**src/rtl/dmem_bus_adapter.sv**
```systemverilog
// Data-memory bus adapter: turns one LSU access into a single valid/ready
// request plus response transaction and stalls the pipeline until it completes.
module dmem_bus_adapter #(
    parameter int TIMEOUT_CYCLES = 255
) (
    input  logic        clk,
    input  logic        reset,
    input  logic        core_req,
    input  logic        core_we,
    input  logic [31:0] core_addr,
    input  logic [31:0] core_wdata,
    input  logic [3:0]  core_wmask,
    output logic        stall,
    output logic [31:0] core_rdata,
    output logic        core_err,
    output logic        bus_req_valid,
    input  logic        bus_req_ready,
    output logic [31:0] bus_addr,
    output logic        bus_we,
    output logic [31:0] bus_wdata,
    output logic [3:0]  bus_wmask,
    input  logic        bus_rsp_valid,
    input  logic [31:0] bus_rsp_rdata,
    input  logic        bus_rsp_err
);

    localparam logic [1:0] S_IDLE = 2'd0;
    localparam logic [1:0] S_REQ  = 2'd1;
    localparam logic [1:0] S_WAIT = 2'd2;
    localparam logic [1:0] S_DONE = 2'd3;

    localparam logic [15:0] CNT_LAST = 16'(TIMEOUT_CYCLES - 1);

    logic [1:0]  state_q, state_d;
    logic [15:0] cnt_q, cnt_d;
    logic [31:0] addr_q, addr_d;
    logic        we_q, we_d;
    logic [31:0] wdata_q, wdata_d;
    logic [3:0]  wmask_q, wmask_d;
    logic        valid_q, valid_d;
    logic [31:0] rdata_q, rdata_d;
    logic        err_q, err_d;

    always_comb begin
        state_d = state_q;
        cnt_d   = cnt_q;
        addr_d  = addr_q;
        we_d    = we_q;
        wdata_d = wdata_q;
        wmask_d = wmask_q;
        valid_d = valid_q;
        rdata_d = rdata_q;
        err_d   = err_q;

        case (state_q)
            S_IDLE: begin
                if (core_req) begin
                    addr_d  = core_addr;
                    we_d    = core_we;
                    wdata_d = core_wdata;
                    wmask_d = core_we ? core_wmask : 4'b0000;
                    cnt_d   = 16'd0;
                    valid_d = 1'b1;
                    err_d   = 1'b0;
                    state_d = S_REQ;
                end
            end
            S_REQ: begin
                cnt_d = cnt_q + 16'd1;
                // Timeout wins over a late handshake; a response here is never a completion.
                if (cnt_q == CNT_LAST) begin
                    state_d = S_DONE;
                    valid_d = 1'b0;
                    err_d   = 1'b1;
                    if (!we_q) begin
                        rdata_d = 32'd0;
                    end
                end else if (bus_req_ready) begin
                    state_d = S_WAIT;
                    valid_d = 1'b0;
                end
            end
            S_WAIT: begin
                cnt_d = cnt_q + 16'd1;
                if (bus_rsp_valid) begin
                    state_d = S_DONE;
                    err_d   = bus_rsp_err;
                    if (!we_q) begin
                        rdata_d = bus_rsp_err ? 32'd0 : bus_rsp_rdata;
                    end
                end else if (cnt_q == CNT_LAST) begin
                    state_d = S_DONE;
                    err_d   = 1'b1;
                    if (!we_q) begin
                        rdata_d = 32'd0;
                    end
                end
            end
            default: begin
                // The request still on core_req is the one just finished.
                state_d = S_IDLE;
            end
        endcase
    end

    always_ff @(posedge clk) begin
        if (reset) begin
            state_q <= S_IDLE;
            cnt_q   <= 16'd0;
            addr_q  <= 32'd0;
            we_q    <= 1'b0;
            wdata_q <= 32'd0;
            wmask_q <= 4'b0000;
            valid_q <= 1'b0;
            rdata_q <= 32'd0;
            err_q   <= 1'b0;
        end else begin
            state_q <= state_d;
            cnt_q   <= cnt_d;
            addr_q  <= addr_d;
            we_q    <= we_d;
            wdata_q <= wdata_d;
            wmask_q <= wmask_d;
            valid_q <= valid_d;
            rdata_q <= rdata_d;
            err_q   <= err_d;
        end
    end

    assign stall         = core_req & (state_q != S_DONE);
    assign core_rdata    = rdata_q;
    assign core_err      = (state_q == S_DONE) & err_q;
    assign bus_req_valid = valid_q;
    assign bus_addr      = addr_q;
    assign bus_we        = we_q;
    assign bus_wdata     = wdata_q;
    assign bus_wmask     = wmask_q;

endmodule

```
**config.mk**
```make
export PLATFORM = sky130hd
export DESIGN_NAME = dmem_bus_adapter
export DESIGN_NICKNAME = d
export VERILOG_FILES = /design/src/rtl/dmem_bus_adapter.sv
export SDC_FILE = /design/constraint.sdc
export NUM_CORES = 1
export LEC_CHECK = 0
export ABC_CLOCK_PERIOD_IN_PS = 2400
export CORE_UTILIZATION = 41
export DETAILED_ROUTE_END_ITERATION = 8
export PLACE_DENSITY = 0.83
export SLEW_MARGIN = 5
export SYNTH_ARGS = -nofsm -noshare
export SYNTH_HDL_FRONTEND = slang
export SYNTH_SLANG_ARGS = --single-unit
```
**constraint.sdc**
```tcl
create_clock -name clk -period 2.4 [get_ports clk]
set_clock_uncertainty 0.2 [all_clocks]
set_input_delay 0.48 -clock clk [delete_from_list [all_inputs] [get_ports clk]]
set_output_delay 0.48 -clock clk [all_outputs]
set_load 0.005 [all_outputs]
```
==> metrics.yaml <==
status: "complete, no violations"
critPathMaxFanout: 5
r2r-start: "cnt_q[8]$_SDFFE_PP0P_"
cts_sinks: 121
htreeDepth: 4
antennaDiodeCount: 0
cts-root-buf: "clkbuf_8"
rsz0062_at_grt: "false"
coreArea_sq_um: 10510
post_synth_xor_area_fraction: 0.005812
postCtsHoldBufs: 0
synth_seq_area_share: 0.5358
synth_top_family_by_area: "simple AND/OR/NAND/NOR gates"
drive_gt1_frac: 0.06722
hp-start: "reset"
p_per_area_nw_per_um2: 898.8
vias: 4456
synthesis.nets: 627
crit_type: "register to output port"
slew_headroom: 0.5393
area_growth_pct: 62.83
io_pins: 211
yosys.area.top_type: "dfxtp_1"
port-buffer-count: 210
cts_setup_buffers: 0
insertion_delay_ns: 0.51
cp.arrival_ns: 1.65
chipWidth_um: 107.0
synthArstFlopShare: 0
hold_viol: 0
fin_nets: 830
numCtsBuffers: 17
overflow: 0
final_antenna_net_count: 0
power_mw: 6.616
tns_ns: 0
ys_ff_latch: 121
drv_cap: 0
gp_congestion: 0.7750
yosys.area_share.simple: 0.1940
dieArea_sq_um: 11450
whs_ns: 0.03865
viasPerCell: 5.151
initial_utilization: 0.4302
grt_pass1_vias: 4343
drc: 0
wl_um: 13060
synth_compound_area_frac: 0.1926
cts_resized: 2
yosys.area_share.adder: 0.01937
yosys_warnings: 0
start_kind: "register"
synth_edf_count: 0
peakVddDrop_v: 0.0004743
tritoncts: "yes"
crit_required_ns: 1.72
ys.flop_type: "dfxtp_1"
synthCells: 513
drv_slew: 0
setup_viol: 0
drt-initial-drc-count: 273
period_needed_ns: 2.331
synth_mux_area_frac: 0.006643
grt.total_usage: 0.2260
wl_per_cell_um: 15.09
cts_buffer_depth: 2
crit_path_start: "state_q[0]$_SDFFE_PP0P_"
path_clk_slew_ns: 0.06
syn_area_sq_um: 4521
fp.dieH_um: 107.0
grt_max_degree: 70
ys_types: 37
syn_area_per_cell_sq_um: 8.812
tightest_slew_ns: 0.6911
timing.fmax_mhz: 429.0
antenna_found_initial: 0
dr.pass1.iters: 4
hp-class: "primary input to register"
p_leak_nw: 2.702
dp_hpwl_um: 9315
grt_pass1_wl_um: 20190
rows: 37
finalCritPeriodShare: 0.9713
end_kind: "output port"
synth_area_leaders: "dfxtp_1, nand2_1, a21oi_1"
yosysTopAreaCellShare: 0.5358
path summary, 6_finish.rpt:
check                                                    to  slack, ns  cells after the start
worst max register to register  core_rdata[30]$_SDFFE_PP0P_       0.36                      5
worst min-delay path             bus_req_valid$_SDFFE_PP0P_       0.04                      2
worst min register to register   bus_req_valid$_SDFFE_PP0P_       0.25                      2
worst max-delay path                               core_err       0.07                      3
power breakdown:
group / switching (mW) / total, mW / internal [mW]
logic: 0.809 / 1.69 / 0.877
clock network: 0.895 / 2.50 / 1.61
registers: 0.149 / 2.43 / 2.28
total: 1.85 / 6.62 / 4.76
cell usage in the layout, fill, tap and decap left out, drive strengths merged, types with 2 or more instances in the layout:
master / n
nor2b: 2
ha: 7
clkinv: 5
nand2: 146
nor4: 3
bufinv: 3
nand2b: 5
inv: 12
and2: 4
buf: 12
clkbuf: 21
nand4: 5
nand3: 8
o31ai: 3
and4: 3
or3: 8
or4: 2
dfxtp: 121
a32o: 32
mux2i: 3
xnor2: 2
a21oi: 81
clkinvlp: 2
nor2: 6
clkdlybuf4s50: 208
o21ai: 11
a211oi: 3
area by class of cell:
class / count / area (sq um)
repair buffers: 221 / 2232
clock buffers: 21 / 439.2
flip-flops and latches: 121 / 2430
multi-input cells: 344 / 1902
inverters: 11 / 41.29
well taps: 136 / 170.2
clock inverters: 11 / 146.4
fillers: 803 / 3148
sequential cells by signal (all words and copies together) (netlist names):
signal / flops
cnt_q: 16
core_rdata: 32
bus_addr: 32
bus_wdata: 32
err_q: 1
bus_we: 1
state_q: 2
bus_req_valid: 1
bus_wmask: 4
logic make-up (layout without fill, tap and decap cells):
family                     Yosys count  count (layout)
xor gates and xnor gates             3               3
DFF                                121             121
AOI/OAI and AO/OA                  135             135
adders and majority gates            7               7
buffers and inverters               48             264
muxes                                3               3
and+or+nand+nor                    196             196
worst max-delay path, cell delays in order, from the launching register on:
cell             delay [ns]
dfxtp_4                0.36
ha_1                   0.20
and2_1                 0.15
clkdlybuf4s50_1        0.43
metrics by stage:
| step | util | cells | cell area [sq um] | setup WS [ns] |
|---|---|---|---|---|
| global route | 0.7004 | 865 | 7361 | 0.005862 |
| CTS | 0.6997 | 865 | 7353 | 0.03645 |
| global placement | 0.6438 | 833 | 6765 | 0.1053 |
| floorplan | - | 513 | 4521 | 0.4121 |
| detailed placement | 0.6438 | 833 | 6765 | 0.06579 |
| finish | 0.7004 | 865 | 7361 | 0.06893 |
layer usage:
layer | wire [um] | up-vias | track usage
li1 | - | 2191 | -
met1 | 5020 | 2055 | 0.2362
met2 | 6563 | 184 | 0.4000
met3 | 1110 | 26 | 0.08450
met4 | 363 | 0 | 0.1047
met5 | 0 | - | 0
synthesized netlist by cell type (2+ instances only):
| library cell | n |
|---|---|
| buf_6 | 3 |
| or4_1 | 2 |
| and2_1 | 4 |
| o21ai_0 | 11 |
| nand4_1 | 4 |
| mux2i_1 | 3 |
| buf_1 | 3 |
| dfxtp_1 | 121 |
| o31ai_1 | 3 |
| ha_1 | 7 |
| clkbuf_1 | 30 |
| and4_1 | 3 |
| nand2b_1 | 5 |
| nand2_1 | 146 |
| nor2_1 | 6 |
| inv_1 | 11 |
| or3_1 | 8 |
| a32o_1 | 32 |
| nor2b_1 | 2 |
| a21oi_1 | 81 |
| nor4_1 | 2 |
| a211oi_1 | 3 |
| nand3_1 | 8 |
| xnor2_1 | 2 |
(Power assumes the default switching activity.)
